$ cat config.mk
export PLATFORM = sky130hd
export DESIGN_NAME = instr_fetch_unit
export DESIGN_NICKNAME = d
export VERILOG_FILES = /design/src/rtl/instr_fetch_unit.sv
export SDC_FILE = /design/constraint.sdc
export NUM_CORES = 1
export LEC_CHECK = 0
export CORE_AREA = 2 2 182 184
export DETAILED_ROUTE_END_ITERATION = 7
export DIE_AREA = 0 0 184 186
export PLACE_DENSITY = 0.66
export SLEW_MARGIN = 20
export SYNTH_ARGS = -nofsm -noshare
export SYNTH_HDL_FRONTEND = slang
export SYNTH_SLANG_ARGS = --single-unit
$ cat constraint.sdc
create_clock -name clk -period 13.3 [get_ports clk]
set_input_delay 3.325 -clock clk [delete_from_list [all_inputs] [get_ports clk]]
set_output_delay 3.325 -clock clk [all_outputs]
set_load 0.1 [all_outputs]
$ cat src/rtl/instr_fetch_unit.sv
// Instruction fetch unit: issues single-beat AXI reads from code RAM, buffers
// returned words with their PCs, and handles redirects and bus errors.
module instr_fetch_unit #(
   parameter logic [31:0] RESET_PC   = 32'h0000_0000,
   parameter int unsigned FIFO_DEPTH = 4
) (
   input  logic        clk,
   input  logic        rst,
   output logic [3:0]  s_cram_arid,
   output logic [31:0] s_cram_araddr,
   output logic [7:0]  s_cram_arlen,
   output logic [2:0]  s_cram_arsize,
   output logic [1:0]  s_cram_arburst,
   output logic        s_cram_arlock,
   output logic [3:0]  s_cram_arcache,
   output logic [2:0]  s_cram_arprot,
   output logic [3:0]  s_cram_arqos,
   output logic        s_cram_arvalid,
   input  logic        s_cram_arready,
   output logic        s_cram_rready,
   input  logic [3:0]  s_cram_rid,
   input  logic [31:0] s_cram_rdata,
   input  logic [1:0]  s_cram_rresp,
   input  logic        s_cram_rlast,
   input  logic        s_cram_rvalid,
   output logic        instr_valid,
   output logic [31:0] instr,
   output logic [31:0] instr_pc,
   input  logic        instr_ready,
   input  logic        redirect_valid,
   input  logic [31:0] redirect_pc,
   output logic        fetch_error
);

   localparam int unsigned AW = (FIFO_DEPTH > 1) ? $clog2(FIFO_DEPTH) : 1;
   localparam int unsigned CW = $clog2(FIFO_DEPTH + 1);
   localparam int unsigned SW = CW + 1;
   localparam logic [1:0]  RESP_OKAY = 2'b00;

   typedef enum logic [1:0] {
      FETCH = 2'd0,
      DRAIN = 2'd1,
      ERR   = 2'd2
   } state_e;

   typedef struct packed {
      logic [31:0] pc;
      logic [31:0] data;
   } entry_t;

   state_e         state_q, state_d;
   logic [31:0]    fetch_pc_q, fetch_pc_d;
   logic [31:0]    resp_pc_q, resp_pc_d;
   logic [CW-1:0]  outstanding_q, outstanding_d;
   logic [CW-1:0]  occupancy_q, occupancy_d;
   logic [AW-1:0]  wr_ptr_q, wr_ptr_d;
   logic [AW-1:0]  rd_ptr_q, rd_ptr_d;
   logic           arvalid_q, arvalid_d;
   logic [31:0]    araddr_q, araddr_d;
   logic           rready_q, rready_d;
   logic           fetch_error_q, fetch_error_d;
   entry_t         buf_q [FIFO_DEPTH];

   logic           ar_hs;
   logic           r_hs;
   logic           pop;
   logic           push;
   logic           ar_pending;
   logic           unused_inputs;

   assign unused_inputs = ^{s_cram_rid, s_cram_rlast, redirect_pc[1:0]};

   assign s_cram_arid    = 4'd0;
   assign s_cram_arlen   = 8'd0;
   assign s_cram_arsize  = 3'b010;
   assign s_cram_arburst = 2'b01;
   assign s_cram_arlock  = 1'b0;
   assign s_cram_arcache = 4'd0;
   assign s_cram_arprot  = 3'd0;
   assign s_cram_arqos   = 4'd0;

   assign s_cram_arvalid = arvalid_q;
   assign s_cram_araddr  = araddr_q;
   assign s_cram_rready  = rready_q;
   assign fetch_error    = fetch_error_q;
   assign instr_valid    = (occupancy_q != '0);
   assign instr          = buf_q[rd_ptr_q].data;
   assign instr_pc       = buf_q[rd_ptr_q].pc;

   assign ar_hs      = arvalid_q && s_cram_arready;
   assign r_hs       = s_cram_rvalid && rready_q;
   assign pop        = instr_valid && instr_ready;
   assign ar_pending = arvalid_q && !s_cram_arready;

   // Next-state, credit accounting and request generation
   always_comb begin
      state_d       = state_q;
      fetch_pc_d    = fetch_pc_q;
      resp_pc_d     = resp_pc_q;
      outstanding_d = outstanding_q;
      occupancy_d   = occupancy_q;
      wr_ptr_d      = wr_ptr_q;
      rd_ptr_d      = rd_ptr_q;
      arvalid_d     = arvalid_q;
      araddr_d      = araddr_q;
      rready_d      = 1'b1;
      fetch_error_d = fetch_error_q;
      push          = 1'b0;

      if (ar_hs) begin
         outstanding_d = outstanding_d + CW'(1);
         arvalid_d     = 1'b0;
         // Only live requests advance the fetch address; stale ones are drained
         if (state_q == FETCH) begin
            fetch_pc_d = fetch_pc_q + 32'd4;
         end
      end
      if (r_hs) begin
         outstanding_d = outstanding_d - CW'(1);
      end

      case (state_q)
         FETCH: begin
            if (r_hs) begin
               if (s_cram_rresp == RESP_OKAY) begin
                  push = 1'b1;
               end else begin
                  fetch_error_d = 1'b1;
                  state_d       = ERR;
               end
            end
         end
         DRAIN: begin
            if ((outstanding_q == '0) && !arvalid_q) begin
               state_d = FETCH;
            end
         end
         ERR: begin
            state_d = ERR;
         end
         default: begin
            state_d = FETCH;
         end
      endcase

      if (push) begin
         wr_ptr_d    = wr_ptr_q + AW'(1);
         resp_pc_d   = resp_pc_q + 32'd4;
         occupancy_d = occupancy_d + CW'(1);
      end
      if (pop) begin
         rd_ptr_d    = rd_ptr_q + AW'(1);
         occupancy_d = occupancy_d - CW'(1);
      end

      // Redirect flushes everything; a still-pending AR must drain as stale
      if (redirect_valid) begin
         push          = 1'b0;
         occupancy_d   = '0;
         wr_ptr_d      = '0;
         rd_ptr_d      = '0;
         fetch_pc_d    = {redirect_pc[31:2], 2'b00};
         resp_pc_d     = {redirect_pc[31:2], 2'b00};
         fetch_error_d = 1'b0;
         state_d       = ((outstanding_d != '0) || ar_pending) ? DRAIN : FETCH;
      end

      if (!arvalid_d && (state_d == FETCH) &&
          ((SW'(outstanding_d) + SW'(occupancy_d)) < SW'(FIFO_DEPTH))) begin
         arvalid_d = 1'b1;
         araddr_d  = fetch_pc_d;
      end
   end

   always_ff @(posedge clk) begin
      if (rst) begin
         state_q       <= FETCH;
         fetch_pc_q    <= RESET_PC;
         resp_pc_q     <= RESET_PC;
         outstanding_q <= '0;
         occupancy_q   <= '0;
         wr_ptr_q      <= '0;
         rd_ptr_q      <= '0;
         arvalid_q     <= 1'b0;
         araddr_q      <= RESET_PC;
         rready_q      <= 1'b0;
         fetch_error_q <= 1'b0;
      end else begin
         state_q       <= state_d;
         fetch_pc_q    <= fetch_pc_d;
         resp_pc_q     <= resp_pc_d;
         outstanding_q <= outstanding_d;
         occupancy_q   <= occupancy_d;
         wr_ptr_q      <= wr_ptr_d;
         rd_ptr_q      <= rd_ptr_d;
         arvalid_q     <= arvalid_d;
         araddr_q      <= araddr_d;
         rready_q      <= rready_d;
         fetch_error_q <= fetch_error_d;
      end
   end

   // Instruction buffer storage, no reset needed
   always_ff @(posedge clk) begin
      if (!rst && push) begin
         buf_q[wr_ptr_q] <= '{pc: resp_pc_q, data: s_cram_rdata};
      end
   end

endmodule

==> flow_summary.yaml, run 1 <==
setup_path:
  r2r_start: "state_q[1]"
  worst_setup_path_start_kind: "input port"
  r2r_end: "s_cram_araddr[2]"
  worst_setup_path_endpoint: "s_cram_araddr[2]"
  crit_start: "s_cram_rvalid"
  rrSetupSlack_ns: 8.76
  ff2ff_path_depth: 16
  crit_required_ns: 13.71
  cp-end-kind: "register"
  crit_type: "input port to register"
  path_max_fanout: 41
  worst-endpoint-arrival_ns: 7.80
worst_hold_path:
  hold_path_class: "register to register"
  min_from: "fetch_pc_q[1]"
clock_tree:
  cts-root-buf: "clkbuf_16"
  hold_buffers: 0
  post-cts-setup-buffers: 0
  cts_buffer_depth: 3
  clkSinkCount: 359
  clk_latency_ns: 0.52
  cts_resized: 0
  cts_tree: "done"
  path_clk_slew_ns: 0.06
  cts_buffers: 38
  htreeDepth: 2
synthesis:
  synth_flop_cell: "edfxtp_1"
  synth_largest_area_cell: "edfxtp_1"
  yosysSeqAreaShare_pct: 67.41
  syn-cell-area_um2: 14350
  synth_cell_type_count: 56
  synth_cells: 913
  yosys_register_bits: 359
  synth_top_cells_by_count: "edfxtp_1 (248), dfxtp_1 (111), mux4_2 (62)"
  synth.avg_cell_area_um2: 15.71
  yosysWarnings: 0
  yosys.area.top_type_share_pct: 51.91
  async_flop_share_pct: 0
  yosysMostFrequentCell: "edfxtp_1"
  synth_area_leaders: "edfxtp_1 (52%), dfxtp_1 (15%), mux4_2 (9.7%)"
  synth_edf_count: 248
power_and_ir_drop:
  leakage_nw: 6.011
  power_density_nw_per_um2: 163.1
  ir_drop_uv: 152.7
floorplanning:
  fp-row-count: 66
  fp.dieArea_um2: 34220
  die_h_um: 186
  ioPinCount: 206
  core_um2: 32210
  start_util_pct: 44.54
  die_w_um: 184
timing:
  setup_slack_ns: 5.905
  setup_tns_ns: 0
  rsz0062_at_grt: "no"
  fin_crit_sh_pct: 55.60
  slew_headroom_pct: 25.46
  slew_viol_final: 0
  finClkSkew_ns: 0.01401
  period_minus_slack_ns: 7.395
  worstMarginPinSlew_ns: 1.115
  hold_viol: 0
  setup_violations: 0
  max_freq_mhz: 135.2
cells_and_area:
  fillers: 2580
  insertedDiodeCount: 0
  drive_gt1_share_pct: 12.32
  multi_input_area_um2: 4333
  fin_nets: 1173
  ff_latch_area_um2: 9674
  syn2layout_area_growth_pct: 22.79
detailed_routing:
  via_per_inst: 5.257
  wl_um: 28790
  drc_errors: 0
  dr.pass1.iters: 4
  vias: 7991
  ant_nets: 0
  post_drt_wl_per_cell_um: 18.94
  drt_iter0_markers: 460
global_route:
  grt_pass1_vias: 8115
  grt_max_degree: 63
  grt_usage_pct: 17.04
  grt_first_pass_wirelength_um: 44970
  antenna_found_initial: 0
  gr-total-overflow: 0
placement:
  place_congestion: 0.8000
  io_buffer_count: 167
  pre_cts_slack_ns: 5.396
  dpl.hpwl_um: 17700
status:
  outcome: "complete, no violations"
run:
  maxCapViolCount: 0
==> cells by family after synthesis <==
| kind of cell | Yosys count | synth area share [%] |
|---|---|---|
| other | 2 | 0.05235 |
| XOR/XNOR | 60 | 3.951 |
| adder cells (fa/ha/maj) | 14 | 1.221 |
| flip-flops | 359 | 67.41 |
| buffers and inverters | 91 | 3.367 |
| AND/OR/NAND/NOR | 182 | 6.943 |
| AO/OA/AOI/OAI | 142 | 7.257 |
| multiplexers | 63 | 9.804 |
==> per-layer routing <==
layer	global-route usage, %	part of all wire (%)	vias to the layer above
li1	-	-	3773
met1	23.81	46	3912
met2	27.41	46	261
met3	3.307	6.4	45
met4	4.640	2.0	0
met5	0	0	-
==> how the worst min path moves through the flow <==
stage	to	slack, ns	cells past startpoint
2_1_floorplan	fetch_pc_q[0]	0.43	1
3_3_place_gp	fetch_pc_q[0]	0.45	1
3_5_place_dp	fetch_pc_q[0]	0.45	1
4_1_cts	fetch_pc_q[1]	0.47	1
5_1_grt	fetch_pc_q[1]	0.48	1
6_report	fetch_pc_q[1]	0.47	1
==> layout make-up <==
cell class | count | share of cell area, %
Sequential cell | 359 | 54.92
Multi-Input combinational cell | 492 | 24.60
Inverter | 18 | 0.3836
Clock inverter | 20 | 1.435
Clock buffer | 50 | 6.016
Tap cell | 408 | 2.898
Timing Repair Buffer | 173 | 9.746
==> sequential cells by signal, indices dropped and copies added, names as in the netlist, named ones only <==
signal,cells
state_q,2
s_cram_rready,1
s_cram_arvalid,1
s_cram_araddr,32
wr_ptr_q,2
rd_ptr_q,2
fetch_error,1
buf_q,248
outstanding_q,3
occupancy_q,3
resp_pc_q,30
fetch_pc_q,32
==> worst max-delay path: stages <==
cell             delay, ns
clkdlybuf4s50_1       0.57
and2_1                0.28
and2_1                0.54
nor2_1                0.08
a21oi_1               0.19
ha_1                  0.18
nand2_1               0.06
xor2_1                0.16
xnor2_1               0.22
nor2_1                0.07
ha_1                  0.27
or4_1                 0.57
a221oi_4              0.19
buf_4                 0.41
nor2_1                0.15
buf_4                 0.28
o22a_1                0.20
==> stage by stage <==
stage                     utilization [%]  cell area, µm²  cells  power, mW  hold slack (ns)
after CTS                           54.69           17610   1520      2.899           0.4683
after global routing                54.69           17610   1520      2.968           0.4801
after floorplan                         -           14450    942      1.682           0.4289
after detailed placement            50.62           16300   1450      1.799           0.4453
after global placement              50.62           16300   1450      1.796           0.4475
final                               54.69           17610   1520      2.872           0.4653
==> power by group <==
part           leakage (nW)  switching (mW)  internal (mW)
combinational          2.21           0.365          0.129
clock                 0.636           0.415          0.679
sequential             3.17          0.0426           1.24
total                  6.01           0.822           2.05
==> layout by cell type (no fill, tap or decap), drive strengths merged, types with 8 or more instances in the layout <==
| cell | netlist | layout |
|---|---|---|
| ha | 14 | 14 |
| and4 | 8 | 8 |
| conb | 2 | 31 |
| mux4 | 62 | 62 |
| and3 | 14 | 14 |
| nor3b | 8 | 8 |
| o22a | 24 | 24 |
| clkbuf | 28 | 50 |
| o21ai | 11 | 11 |
| and2 | 14 | 14 |
| clkdlybuf4s50 | 0 | 167 |
| inv | 17 | 19 |
| o21a | 29 | 29 |
| edfxtp | 248 | 248 |
| nor2 | 34 | 34 |
| xor2 | 31 | 31 |
| nand4 | 18 | 18 |
| a21boi | 36 | 36 |
| nor3 | 9 | 9 |
| nand3 | 20 | 20 |
| dfxtp | 111 | 111 |
| nand2 | 38 | 38 |
| clkinv | 1 | 11 |
| xnor2 | 26 | 26 |
| a21oi | 18 | 18 |
Note: power is estimated with default switching activity, not from simulation.
==> run 2: changes to the inputs <==
==> constraint.sdc (replaced) <==
create_clock -name clk -period 7.7 [get_ports clk]
set_input_delay 1.925 -clock clk [delete_from_list [all_inputs] [get_ports clk]]
set_output_delay 1.925 -clock clk [all_outputs]
set_load 0.1 [all_outputs]
==> run 2 against run 1 <==
Clock skew about the same. Clock-buffer cell count up 2. Die area unchanged. Combinational power up 73%. Sequential share of layout area up 0.17 points. Critical endpoint is now s_cram_araddr[4].
==> flow_summary.yaml, run 2 (same netlist as run 1, synthesis figures left out) <==
clock_tree:
  cts_resized: 0
  cts_buffers: 37
  cts-root-buf: "clkbuf_16"
  clk_latency_ns: 0.52
  hold_buffers: 0
  post-cts-setup-buffers: 0
  path_clk_slew_ns: 0.06
  cts_tree: "done"
  clkSinkCount: 359
  cts_buffer_depth: 3
  htreeDepth: 2
detailed_routing:
  drc_errors: 0
  post_drt_wl_per_cell_um: 18.94
  ant_nets: 0
  via_per_inst: 5.238
  wl_um: 28830
  vias: 7972
  drt_iter0_markers: 457
  dr.pass1.iters: 5
timing:
  max_freq_mhz: 175.2
  slew_headroom_pct: 25.53
  setup_violations: 0
  worstMarginPinSlew_ns: 1.114
  fin_crit_sh_pct: 74.11
  setup_tns_ns: 0
  rsz0062_at_grt: "no"
  slew_viol_final: 0
  finClkSkew_ns: 0.01396
  period_minus_slack_ns: 5.707
  hold_slack_ns: 0.4586
  setup_slack_ns: 1.993
  hold_viol: 0
worst_hold_path:
  hold_path_class: "register to register"
  min_from: "fetch_pc_q[1]"
  whs_path_depth: 1
  min_to: "fetch_pc_q[1]"
global_route:
  gr-total-overflow: 0
  grt_usage_pct: 16.97
  antenna_found_initial: 0
  grt_max_degree: 63
  grt_pass1_vias: 8054
  grt_first_pass_wirelength_um: 44550
floorplanning:
  fp-row-count: 66
  die_w_um: 184
  ioPinCount: 206
  start_util_pct: 44.54
  fp.dieArea_um2: 34220
  die_h_um: 186
  core_um2: 32210
cells_and_area:
  largest_reg_flops: 248
  multi_input_area_um2: 4333
  final_cell_mix: "edfxtp_1 (248), clkdlybuf4s50_1 (167), dfxtp_1 (109)"
  ff_latch_area_um2: 9674
  fillers: 2600
  largest-register: "buf_q"
  drive_gt1_share_pct: 12.57
  design_area_um2: 17560
  syn2layout_area_growth_pct: 22.42
  instances_no_fill: 1522
  final_common_cell: "edfxtp_1"
  insertedDiodeCount: 0
  fin_nets: 1176
placement:
  place_congestion: 0.7763
  pre_cts_slack_ns: 1.475
  dp.cells: 1453
  dpl-instance-area_um2: 16320
  dpl.hpwl_um: 18280
  io_buffer_count: 167
setup_path:
  path_common_cell: "nor2_1"
  cp_slowest_cell: "clkdlybuf4s50_1"
  r2r_end: "s_cram_araddr[4]"
  path_max_fanout: 21
  rrSetupSlack_ns: 3.50
  path_cells: "clkdlybuf4s50_1, and2_1, and2_1, nor2_1, a21oi_1, ha_1, nand2_1, xor2_1, xnor2_1, nor2_1, ha_1, or4_1, a221oi_4, nor2_1, buf_4, o22a_1"
  worst_setup_path_start_kind: "input port"
  worst-endpoint-arrival_ns: 6.11
  crit_type: "input port to register"
  ff2ff_path_depth: 15
  cp-end-kind: "register"
  cpPeakStageDelay_ns: 0.57
  crit_start: "s_cram_rvalid"
  crit_required_ns: 8.10
  r2r_start: "state_q[1]"
status:
  outcome: "complete, no violations"
power_and_ir_drop:
  leakage_nw: 6.000
  ir_drop_uv: 261.7
  power_density_nw_per_um2: 275.1
run:
  maxCapViolCount: 0
## run 2: changes by cell type in the layout (fill, tap and decap cells not counted), moves of 2 or more
cell / before / now
buf_4: 6 / 9
bufinv_16: 6 / 3
clkbuf_16: 41 / 39
clkbuf_8: 0 / 3
clkinv_1: 6 / 4
clkinv_2: 4 / 8
clkinvlp_2: 2 / 0
## run 2: layout make-up
class	instances	share of cell area, %
sequential	359	55.09
multi-input combinational	492	24.67
timing repair buffer	177	10.06
clock buffer	52	6.006
tap	408	2.907
clock inverter	16	0.8764
inverter	18	0.3848
## run 2: how the worst max path moves through the flow
stage | endpoint | cells past startpoint
6_report | s_cram_araddr[4] | 16
5_1_grt | s_cram_araddr[29] | 16
4_1_cts | s_cram_araddr[14] | 16
3_5_place_dp | s_cram_araddr[4] | 16
3_3_place_gp | s_cram_araddr[0] | 16
2_1_floorplan | s_cram_araddr[11] | 16
## run 2: power breakdown
part	switching [mW]	internal [mW]	total (mW)	leakage [nW]
sequential	0.0732	2.15	2.22	3.17
clock	0.696	1.06	1.75	0.598
combinational	0.631	0.226	0.857	2.24
## run 2: through the flow
step	utilization (%)	total power [mW]
global route	54.53	5.002
finish	54.53	4.830
detailed placement	50.69	3.112
floorplan	-	2.905
global placement	50.69	3.108
CTS	54.44	4.883
## run 2: metal layers
| metal | up-vias | global-route usage, % | part of all wire, % |
|---|---|---|---|
| met4 | 0 | 4.960 | 2.0 |
| li1 | 3772 | - | - |
| met3 | 44 | 3.307 | 4.9 |
| met5 | - | 0 | 0 |
| met1 | 3949 | 23.37 | 47 |
| met2 | 207 | 27.55 | 46 |
## run 2: worst max-delay path, delay by kind of cell
family	cells	cell delay, ns
adder cells (fa/ha/maj)	2	0.47
XOR/XNOR	2	0.37
AND/OR/NAND/NOR	7	1.79
AO/OA/AOI/OAI	3	0.71
buffers and inverters	2	0.82
==> run 3: changes to the inputs <==
==> constraint.sdc (replaced) <==
create_clock -name clk -period 5.7 [get_ports clk]
set_input_delay 1.425 -clock clk [delete_from_list [all_inputs] [get_ports clk]]
set_output_delay 1.425 -clock clk [all_outputs]
set_load 0.1 [all_outputs]
==> run 3 against run 2 <==
Register-to-register slack lost 1.7 ns. Clock power increased by 41%. Power increased by 37%. First-iteration DRC count rose by 13%. Sequential share of layout area fell by 0.25 points. Sequential cell count unchanged. Die area is the same. Critical path type unchanged. Largest cell class unchanged.
==> flow_summary.yaml, run 3 (same netlist as run 1, synthesis figures left out) <==
global_route:
  gr-total-overflow: 0
  antenna_found_initial: 0
  grt_usage_pct: 16.97
  grt_first_pass_wirelength_um: 44710
  grt_pass1_vias: 8009
  grt_max_degree: 63
cells_and_area:
  insertedDiodeCount: 0
  fin_nets: 1178
  final_cell_mix: "edfxtp_1 (248), clkdlybuf4s50_1 (167), dfxtp_1 (109)"
  final_common_cell: "edfxtp_1"
  largest-register: "buf_q"
  fillers: 2593
  largest_reg_flops: 248
  drive_gt1_share_pct: 13.16
  syn2layout_area_growth_pct: 22.97
timing:
  max_freq_mhz: 206.1
  fin_crit_sh_pct: 85.12
  setup_slack_ns: 0.8479
  rsz0062_at_grt: "no"
  finClkSkew_ns: 0.02265
  period_minus_slack_ns: 4.852
  worstMarginPinSlew_ns: 1.118
  slew_viol_final: 0
  setup_violations: 0
  setup_tns_ns: 0
  hold_viol: 0
  slew_headroom_pct: 25.20
setup_path:
  cp-end-kind: "register"
  path_max_fanout: 24
  r2r_start: "state_q[1]"
  ff2ff_path_depth: 15
  rrSetupSlack_ns: 1.85
  worst_setup_path_start_kind: "input port"
  crit_required_ns: 6.10
  worst-endpoint-arrival_ns: 5.26
  crit_type: "input port to register"
  r2r_end: "s_cram_araddr[13]"
floorplanning:
  fp-row-count: 66
  core_um2: 32210
  start_util_pct: 44.54
  die_w_um: 184
  die_h_um: 186
  fp.dieArea_um2: 34220
  ioPinCount: 206
power_and_ir_drop:
  power_density_nw_per_um2: 375.2
  p_sw_share_pct: 28.95
  seqPwrFrac_pct: 45.3
  p_int_mw: 4.702
  p_sw_mw: 1.916
  ir_drop_uv: 421.6
  leakage_nw: 6.040
  combPwrFrac_pct: 17.5
  clock_power_share_pct: 37.2
clock_tree:
  hold_buffers: 0
  htreeDepth: 2
  clkSinkCount: 359
  cts_buffer_depth: 3
  cts_tree: "done"
  post-cts-setup-buffers: 0
  cts-root-buf: "clkbuf_16"
  cts_resized: 0
  cts_buffers: 38
  clk_latency_ns: 0.52
  path_clk_slew_ns: 0.06
worst_hold_path:
  min_to: "fetch_pc_q[1]"
  hold_path_class: "register to register"
  whs_path_depth: 1
  min_from: "fetch_pc_q[1]"
detailed_routing:
  ant_nets: 0
  post_drt_wl_per_cell_um: 18.92
  wl_um: 28850
  vias: 8024
  drt_iter0_markers: 516
  via_per_inst: 5.262
  dr.pass1.iters: 5
  drc_errors: 0
status:
  outcome: "complete, no violations"
placement:
  io_buffer_count: 167
  pre_cts_slack_ns: 0.3776
  place_congestion: 0.7796
  dpl.hpwl_um: 18200
run:
  maxCapViolCount: 0
==> run 3: cell count changes in the layout (fill, tap and decap cells not counted), moves of 2 or more <==
cell	previous run	this run
clkbuf_16	39	42
buf_12	0	2
clkbuf_1	10	8
clkbuf_4	0	2
clkinv_4	0	2
==> run 3: area by class of cell <==
class / instances / area (µm²) / share of cell area [%]
Clock inverter: 14 / 125.1 / 0.7093
Clock buffer: 56 / 1151 / 6.525
Inverter: 18 / 67.56 / 0.3830
Multi-Input combinational cell: 492 / 4333 / 24.56
Timing Repair Buffer: 178 / 1779 / 10.09
Tap cell: 408 / 510.5 / 2.894
Sequential cell: 359 / 9674 / 54.84
==> run 3: per-layer routing <==
| layer | vias up | track usage (%) | share of wire [%] |
|---|---|---|---|
| met2 | 239 | 27.35 | 46 |
| li1 | 3794 | - | - |
| met5 | - | 0 | 0 |
| met1 | 3944 | 23.58 | 46 |
| met3 | 47 | 3.346 | 5.8 |
| met4 | 0 | 4.704 | 2.1 |
==> run 3: stage by stage <==
| step | cell area, µm² | utilization [%] | std cells | hold WS (ns) | total power, mW |
|---|---|---|---|---|---|
| after floorplan | 14450 | - | 942 | 0.4289 | 3.924 |
| after global placement | 16360 | 50.81 | 1455 | 0.4455 | 4.200 |
| after detailed placement | 16360 | 50.81 | 1455 | 0.4578 | 4.205 |
| after CTS | 17640 | 54.77 | 1525 | 0.4715 | 6.679 |
| after global routing | 17640 | 54.77 | 1525 | 0.4914 | 6.851 |
| final | 17640 | 54.77 | 1525 | 0.4640 | 6.619 |
==> run 3: how the worst max path moves through the flow <==
stage               slack [ns]  cells after the start                end       startpoint
floorplan                 1.06                     16  s_cram_araddr[11]  s_cram_rresp[1]
global placement          0.49                     16  s_cram_araddr[23]    s_cram_rvalid
detailed placement        0.38                     16  s_cram_araddr[25]    s_cram_rvalid
CTS                       0.87                      3       instr_pc[12]         register
global route              0.58                     16  s_cram_araddr[13]    s_cram_rvalid
finish                    0.85                     16  s_cram_araddr[13]    s_cram_rvalid
==> run 3: power groups by stage <==
stage               Combinational [mW]  Sequential [mW]  Clock (mW)
global route                      1.21             3.01        2.63
finish                            1.16             3.00        2.46
CTS                               1.16             3.00        2.52
floorplan                        0.382             3.54           0
detailed placement                1.16             3.05           0
global placement                  1.15             3.05           0
==> run 3: critical path: stages <==
cell and delay [ns]:
clkdlybuf4s50_1 0.57, and2_1 0.29, and2_1 0.36, nor2_1 0.08
a21oi_1 0.18, ha_1 0.18, nand2_1 0.06, xor2_1 0.16
xnor2_1 0.20, nor2_1 0.08, ha_1 0.29, or4_1 0.57
a221oi_4 0.29, nor2_1 0.07, buf_4 0.22, o22a_1 0.21
